File: src/rtl/cpu_pkg.sv
// Shared definitions for the CPU front end.
// - ADDR_W / INST_W : default address and instruction widths
// - DEFAULT_RESET_PC: PC loaded on reset unless the top overrides it
// - fetch_state_e   : fetch FSM encoding
package cpu_pkg;

  localparam int ADDR_W = 32;
  localparam int INST_W = 32;

  localparam logic [31:0] DEFAULT_RESET_PC = 32'h0000_0000;

  typedef enum logic [1:0] {
    S_IDLE  = 2'd0,
    S_FETCH = 2'd1,
    S_HOLD  = 2'd2
  } fetch_state_e;

endpackage

File: src/rtl/inst_fetch_unit_if.sv
// Bus bundle between the fetch unit and its surroundings.
// - Imem_*     : req/ack read port to instruction memory
// - Redirect*  : branch/jump redirect from execute
// - Inst*      : valid/ready handshake towards decode
// modport master: fetch unit side; modport slave: memory/decode/execute side.
interface inst_fetch_unit_if #(
  parameter int ADDR_W = cpu_pkg::ADDR_W,
  parameter int INST_W = cpu_pkg::INST_W
);

  logic              Imem_req;
  logic [ADDR_W-1:0] Imem_addr;
  logic              Imem_ack;
  logic [INST_W-1:0] Imem_rdata;

  logic              Redirect;
  logic [ADDR_W-1:0] Redirect_pc;

  logic              Inst_valid;
  logic              Inst_ready;
  logic [INST_W-1:0] Inst;
  logic [ADDR_W-1:0] Inst_pc;

  modport master (
    output Imem_req, Imem_addr,
    input  Imem_ack, Imem_rdata,
    input  Redirect, Redirect_pc,
    output Inst_valid, Inst, Inst_pc,
    input  Inst_ready
  );

  modport slave (
    input  Imem_req, Imem_addr,
    output Imem_ack, Imem_rdata,
    output Redirect, Redirect_pc,
    input  Inst_valid, Inst, Inst_pc,
    output Inst_ready
  );

endinterface

File: src/rtl/fetch_pc_reg.sv
// Program counter datapath of the fetch unit.
// - clk, rst_n     : clock, asynchronous active-low reset
// - in_fetch_i     : FSM is in S_FETCH (a memory read is outstanding)
// - ack_i          : memory returned data this cycle
// - redirect_i     : redirect pulse from execute
// - redirect_pc_i  : redirect target (low two bits ignored)
// - pc_o           : current fetch PC, also the memory address
// - squash_o       : outstanding read belongs to a stale path
module fetch_pc_reg #(
  parameter int                ADDR_W   = cpu_pkg::ADDR_W,
  parameter logic [ADDR_W-1:0] RESET_PC = ADDR_W'(cpu_pkg::DEFAULT_RESET_PC)
) (
  input  logic              clk,
  input  logic              rst_n,
  input  logic              in_fetch_i,
  input  logic              ack_i,
  input  logic              redirect_i,
  input  logic [ADDR_W-1:0] redirect_pc_i,
  output logic [ADDR_W-1:0] pc_o,
  output logic              squash_o
);

  import cpu_pkg::*;

  logic [ADDR_W-1:0] pc_q, pc_d;
  logic [ADDR_W-1:0] target_q, target_d;
  logic              squash_q, squash_d;
  logic [ADDR_W-1:0] redirect_aligned;

  // Masking rather than slicing keeps every target bit in use.
  assign redirect_aligned = redirect_pc_i & ~ADDR_W'(3);

  // NOTE: every variable written here gets a default first, so no path
  // through the if-chain leaves it unassigned and no latch is inferred.
  always_comb begin
    pc_d     = pc_q;
    target_d = target_q;
    squash_d = squash_q;
    if (in_fetch_i && !ack_i) begin
      // The address must not move while the read is outstanding: park the
      // target and drop the data when it eventually arrives.
      if (redirect_i) begin
        target_d = redirect_aligned;
        squash_d = 1'b1;
      end
    end else if (redirect_i) begin
      // Idle, hold, or fetch with ack: redirect wins over pc+4 and any
      // parked target.
      pc_d     = redirect_aligned;
      squash_d = 1'b0;
    end else if (in_fetch_i) begin
      if (squash_q) begin
        pc_d     = target_q;
        squash_d = 1'b0;
      end else begin
        pc_d = pc_q + ADDR_W'(4);  // wraps modulo 2^ADDR_W
      end
    end
  end

  // NOTE: state updates use non-blocking assignments so every register
  // samples the pre-edge values, independent of statement order.
  always_ff @(posedge clk or negedge rst_n) begin
    if (!rst_n) begin
      pc_q     <= RESET_PC;
      target_q <= RESET_PC;
      squash_q <= 1'b0;
    end else begin
      pc_q     <= pc_d;
      target_q <= target_d;
      squash_q <= squash_d;
    end
  end

  assign pc_o     = pc_q;
  assign squash_o = squash_q;

endmodule

File: src/rtl/inst_fetch_unit.sv
// Instruction fetch stage: owns the PC, reads instruction memory with a
// req/ack handshake and offers each word with its PC to decode.
// - Clk  : rising-edge clock
// - Clrn : asynchronous active-low reset
// - bus  : inst_fetch_unit_if.master (memory port, redirect, decode port)
// All outputs come from registers or from the state register alone.
module inst_fetch_unit #(
  parameter int                ADDR_W   = cpu_pkg::ADDR_W,
  parameter int                INST_W   = cpu_pkg::INST_W,
  parameter logic [ADDR_W-1:0] RESET_PC = ADDR_W'(cpu_pkg::DEFAULT_RESET_PC)
) (
  input  logic               Clk,
  input  logic               Clrn,
  inst_fetch_unit_if.master  bus
);

  import cpu_pkg::*;

  fetch_state_e      state_q, state_d;
  logic [INST_W-1:0] inst_q, inst_d;
  logic [ADDR_W-1:0] inst_pc_q, inst_pc_d;

  logic [ADDR_W-1:0] pc;
  logic              squash;
  logic              in_fetch;
  logic              accept;

  assign in_fetch = (state_q == S_FETCH);

  // Returned data is kept only if it belongs to the current path.
  assign accept = in_fetch && bus.Imem_ack && !bus.Redirect && !squash;

  fetch_pc_reg #(
    .ADDR_W   (ADDR_W),
    .RESET_PC (RESET_PC)
  ) u_pc_reg (
    .clk           (Clk),
    .rst_n         (Clrn),
    .in_fetch_i    (in_fetch),
    .ack_i         (bus.Imem_ack),
    .redirect_i    (bus.Redirect),
    .redirect_pc_i (bus.Redirect_pc),
    .pc_o          (pc),
    .squash_o      (squash)
  );

  always_comb begin
    state_d   = state_q;
    inst_d    = inst_q;
    inst_pc_d = inst_pc_q;
    case (state_q)
      S_IDLE: state_d = S_FETCH;
      S_FETCH: begin
        if (accept) begin
          state_d   = S_HOLD;
          inst_d    = bus.Imem_rdata;
          inst_pc_d = pc;
        end
      end
      S_HOLD: begin
        // A redirect alongside ready still lets decode take the word.
        if (bus.Inst_ready || bus.Redirect) state_d = S_FETCH;
      end
      default: state_d = S_IDLE;
    endcase
  end

  always_ff @(posedge Clk or negedge Clrn) begin
    if (!Clrn) begin
      state_q   <= S_IDLE;
      // NOTE: the instruction holding registers are reset too, so decode
      // never sees X on Inst/Inst_pc even before the first fetch.
      inst_q    <= '0;
      inst_pc_q <= '0;
    end else begin
      state_q   <= state_d;
      inst_q    <= inst_d;
      inst_pc_q <= inst_pc_d;
    end
  end

  assign bus.Imem_req   = in_fetch;
  assign bus.Imem_addr  = pc;  // pc is frozen while a read is outstanding
  assign bus.Inst_valid = (state_q == S_HOLD);
  assign bus.Inst       = inst_q;
  assign bus.Inst_pc    = inst_pc_q;

endmodule

File: src/flat_wrapper.sv
// flat-port wrapper written by rule: the top's interface ports become plain ports
module inst_fetch_unit_flat import cpu_pkg::*;
#(
  parameter int                ADDR_W   = cpu_pkg::ADDR_W,
  parameter int                INST_W   = cpu_pkg::INST_W,
  parameter logic [ADDR_W-1:0] RESET_PC = ADDR_W'(cpu_pkg::DEFAULT_RESET_PC)
)
  (Clk, Clrn, bus_Imem_req, bus_Imem_addr, bus_Imem_ack, bus_Imem_rdata, bus_Redirect, bus_Redirect_pc, bus_Inst_valid, bus_Inst, bus_Inst_pc, bus_Inst_ready);
  inst_fetch_unit_if #(.ADDR_W(ADDR_W), .INST_W(INST_W)) bus_i ();
  input  logic Clk;
  input  logic Clrn;
  output wire logic [$bits(bus_i.Imem_req)-1:0] bus_Imem_req;
  output wire logic [$bits(bus_i.Imem_addr)-1:0] bus_Imem_addr;
  input wire logic [$bits(bus_i.Imem_ack)-1:0] bus_Imem_ack;
  input wire logic [$bits(bus_i.Imem_rdata)-1:0] bus_Imem_rdata;
  input wire logic [$bits(bus_i.Redirect)-1:0] bus_Redirect;
  input wire logic [$bits(bus_i.Redirect_pc)-1:0] bus_Redirect_pc;
  output wire logic [$bits(bus_i.Inst_valid)-1:0] bus_Inst_valid;
  output wire logic [$bits(bus_i.Inst)-1:0] bus_Inst;
  output wire logic [$bits(bus_i.Inst_pc)-1:0] bus_Inst_pc;
  input wire logic [$bits(bus_i.Inst_ready)-1:0] bus_Inst_ready;
  assign bus_Imem_req = bus_i.Imem_req;
  assign bus_Imem_addr = bus_i.Imem_addr;
  assign bus_i.Imem_ack = bus_Imem_ack;
  assign bus_i.Imem_rdata = bus_Imem_rdata;
  assign bus_i.Redirect = bus_Redirect;
  assign bus_i.Redirect_pc = bus_Redirect_pc;
  assign bus_Inst_valid = bus_i.Inst_valid;
  assign bus_Inst = bus_i.Inst;
  assign bus_Inst_pc = bus_i.Inst_pc;
  assign bus_i.Inst_ready = bus_Inst_ready;
  inst_fetch_unit #(.ADDR_W(ADDR_W), .INST_W(INST_W), .RESET_PC(RESET_PC)) u_core (.Clk(Clk), .Clrn(Clrn), .bus(bus_i));
endmodule
File: config.mk
export PLATFORM = sky130hd
export DESIGN_NAME = inst_fetch_unit_flat
export DESIGN_NICKNAME = d
export VERILOG_FILES = /design/src/rtl/cpu_pkg.sv /design/src/rtl/inst_fetch_unit_if.sv /design/src/rtl/fetch_pc_reg.sv /design/src/rtl/inst_fetch_unit.sv /design/src/flat_wrapper.sv
export SDC_FILE = /design/constraint.sdc
export NUM_CORES = 1
export LEC_CHECK = 0
export BUFFER_PORTS_ARGS = -buffer_cell sky130_fd_sc_hd__buf_2
export CAP_MARGIN = 20
export CELL_PAD_IN_SITES_DETAIL_PLACEMENT = 1
export CELL_PAD_IN_SITES_GLOBAL_PLACEMENT = 2
export CORE_UTILIZATION = 31
export DETAILED_ROUTE_END_ITERATION = 12
export PLACE_DENSITY_LB_ADDON = 0.12
export SYNTH_ARGS = -nofsm -noshare
export SYNTH_HDL_FRONTEND = slang
export SYNTH_SLANG_ARGS = --single-unit
File: constraint.sdc
create_clock -name Clk -period 2.3 [get_ports Clk]
set_input_delay 0.23 -clock Clk [delete_from_list [all_inputs] [get_ports Clk]]
set_output_delay 0.23 -clock Clk [all_outputs]
set_load 0.05 [all_outputs]
==> flow_summary.toml <==
[worst_setup_path]
timing.critical_path.cells = "nor2b_1 -> mux2i_2 -> buf_4 -> nor2_1 -> a21oi_1 -> nand3_1"
timing.critical_path.slowest_stage_cell = "mux2i_2"
timing.critical_path.max_delay_family = "multiplexers"
data_arrival_time_of_the_worst_path_ns = 2.42
cp_num_buf_inv = 1
cp_slowest_stage_delay_ns = 0.63
path_max_fanout = 16
critical_path.endpoint_type = "register"
worst_r2r_endpoint = "u_core.u_pc_reg.pc_o[22]"
timing.critical_path.from_type = "register"
cp_data_required_time_ns = 2.60
r2r_start = "u_core.state_q[1]"
path_class = "register to register"
reg2reg_depth = 6
worst-r2r-setup-slack_ns = 0.18

[timing]
unrepaired_setup_endpoints_after_global_routing = "yes"
final_max_slew_viol_count = 0
finalHoldWorstSlack_ns = 0.00985
final_period_minus_worst_setup_slack_ns = 2.12
worst_slew_pin_slew_ns = 0.635
fmax_mhz = 472
fin_setup_tns_ns = 0
timing.final.crit_share_pct = 92.0
setup_viol_count_final = 0
clock_skew_ns = 0.00921
hold_viol = 0
relSlewSlack_pct = 56.9

[die]
floorplan.rows = 49
fp.dieW_um = 140
io_pins = 167
start_util_pct = 32.1
die_height_um = 140
fp.dieArea_mm2 = 0.0195
core-area_mm2 = 0.0183

[global_routing]
grt_first_pass_wirelength_mm = 31.0
grt_antenna_before_repair = 0
track_usage_pct = 20.5
grt_pass1_vias = 5535
grt_start_max_net_pins = 62
grt-ovfl-total = 0

[route]
drt_iter0_drc = 175
viasPerCell = 5.02
finalWirelength_mm = 19.1
vias = 5311
antenna_violating_nets_left = 0
routed_wire_length_per_instance_um = 18.0
detail_route.drc_violations = 0
drt_pre_antenna_iters = 4

[synthesis]
syn_area_per_cell_um2 = 9.37
synth.ff_latch_count = 125
ys_top_cells_by_count = "nand2_1, dfrtp_1, nor2_1"
synth.most_common_cell = "nand2_1"
synth-async-reset-ratio_pct = 100
mappedNetlistArea_mm2 = 0.00587
yosys_top_cell_by_area = "dfrtp_1"
syn-instance-count = 626
number_of_different_library_cells_in_the_post_synthesis_netlist = 56
yosysSeqAreaShare_pct = 53.3
number_of_warnings_issued_by_yosys = 0
ys.flop_type = "dfrtp_1"
synth.top_cell.area_share_pct = 53.3
synth_edf_count = 0
ys_top_cells_by_area = "dfrtp_1, nand2_1, mux2_2, o21ai_0, nor2_1"

[placed_design]
placement_cell_area_mm2 = 0.00707
place_hpwl_mm = 13.5
gp_congestion = 0.785
io_port_bufs = 160

[clock_tree]
clk_pin_slew_worst_paths_ns = 0.06
total_clock_buffers_created_by_cts = 17
clock-root-buffer = "clkbuf_16"
clk-insertion-delay-late_ns = 0.42
cts_num_sinks = 125
clock_path_buffers = 2
htree_depth = 4
cts_tree = "yes"

[final_layout]
area_growth_pct = 34.9
fillCellCount = 2131
fin_area_mm2 = 0.00791
diodes = 0
ff_latch_area_mm2 = 0.00313
layout-drive-gt1-share_pct = 32.4
finish.net_count = 887
multiInputGateArea_mm2 = 0.00254

[power_and_ir_drop]
internal_power_mw = 6.04
netSwitchingFraction_pct = 46.9
total_leakage_power_nw = 3.87
share_comb_of_total_power_pct = 42.8
reported_net_switching_power_mw = 5.34
power_frac_seq_pct = 32.1
power_frac_clock_pct = 25.1
power_density_mw_per_mm2 = 1440
vdd_drop_max_uv = 587

[min_path]
worstHoldEndpoint = "u_core.bus.Inst[24]"
holdPathStages = 3
hp-start = "bus_Imem_rdata[24]"
timing.hold.worst.class = "input port to register"

[job]
max-cap-violations = 0

[outcome]
result_of_the_run = "finished clean"
==> how the worst max path moves through the flow <==
stage,from,end,slack (ns),cells after the start
5_1_grt,u_core.state_q[0],u_core.u_pc_reg.pc_o[22],-0.0006,6
3_3_place_gp,u_core.u_pc_reg.pc_o[4],u_core.u_pc_reg.pc_o[26],0.23,6
4_1_cts,u_core.state_q[0],u_core.u_pc_reg.pc_o[22],0.16,6
2_1_floorplan,u_core.u_pc_reg.pc_o[2],u_core.u_pc_reg.pc_o[20],0.02,6
6_report,u_core.state_q[1],u_core.u_pc_reg.pc_o[22],0.18,6
3_5_place_dp,u_core.state_q[0],u_core.u_pc_reg.pc_o[22],0.17,6
==> stage by stage <==
step | util (%) | std cells | power [mW] | worst slack [ns]
2_1_floorplan | - | 629 | 7.10 | 0.0219
3_3_place_gp | 38.7 | 1006 | 8.43 | 0.232
3_5_place_dp | 38.7 | 1006 | 8.57 | 0.175
4_1_cts | 43.3 | 1059 | 11.5 | 0.162
5_1_grt | 43.3 | 1059 | 12.0 | -0.000641
6_report | 43.3 | 1059 | 11.4 | 0.184
==> cell families after synthesis <==
kind of cell	Yosys count	share of synthesized area [%]
buffers and inverters	51	3.90
and+or+nand+nor	301	22.5
muxes	34	6.44
xor gates and xnor gates	14	2.09
other	1	0.0639
adders and majority gates	1	0.213
DFF	125	53.3
AOI/OAI and AO/OA	99	11.5
==> cells in the final DEF, fill, tap and decap left out, drive strengths merged, types with 4 or more instances in the layout <==
master and count:
a31oi 4, o211ai 5, dlygate4sd3 21, mux2i 4
clkbuf 20, conb 4, nand4 12, nor2 33
nor4 5, nand2 209, o22ai 6, and3 5
xor2 10, a221oi 6, buf 193, xnor2 4
nor3 4, inv 7, dfrtp 125, mux2 30
nand3 21, o21ai 31, nor2b 4, clkinv 4
a21oi 17, clkinvlp 4
==> registers in the layout, summed over array words and instances (netlist names) <==
name / count
u_core.bus.Inst: 32
u_core.bus.Inst_pc: 30
u_core.state_q: 2
u_core.u_pc_reg.pc_o: 30
u_core.u_pc_reg.squash_o: 1
u_core.u_pc_reg.target_q: 30
==> worst reg2reg max path, delay by kind of cell (launching register included) <==
| family | cells | cell delay (ns) |
|---|---|---|
| mux | 1 | 0.63 |
| simple gates | 3 | 0.51 |
| flops | 1 | 0.39 |
| buf+inv | 1 | 0.35 |
| compound gates | 1 | 0.13 |
==> routing by layer <==
layer / vias up / track usage (%) / share of wire (%)
met1: 2605 / 28.5 / 47
met2: 163 / 31.9 / 46
met5: - / 0 / 0
met3: 29 / 3.61 / 4.7
met4: 0 / 7.87 / 2.0
li1: 2514 / - / -
==> power groups by stage <==
stage               clock [mW]  sequential (mW)  combinational, mW
finish                    2.85             3.65               4.87
global route              3.03             3.79               5.18
floorplan                    0             5.81               1.29
detailed placement           0             3.69               4.87
global placement             0             3.64               4.79
CTS                       2.92             3.66               4.92
==> area by class of cell <==
| cell class | count | share of cell area, % |
|---|---|---|
| clock buffers | 20 | 5.90 |
| flip-flops and latches | 125 | 39.5 |
| well taps | 229 | 3.62 |
| repair buffers | 214 | 16.5 |
| multi-input cells | 453 | 32.2 |
| clock inverters | 12 | 2.02 |
| inverters | 6 | 0.285 |
==> what timing repair did <==
item | CTS | global route
resized for setup | 0 | 0
endpoints found under the setup margin | 0 | 1
endpoints found under the hold margin | 55 | 0
setup buffers | 0 | 0
hold buffers | 21 | 0
No activity file was read; power rests on OpenSTA's default activity.
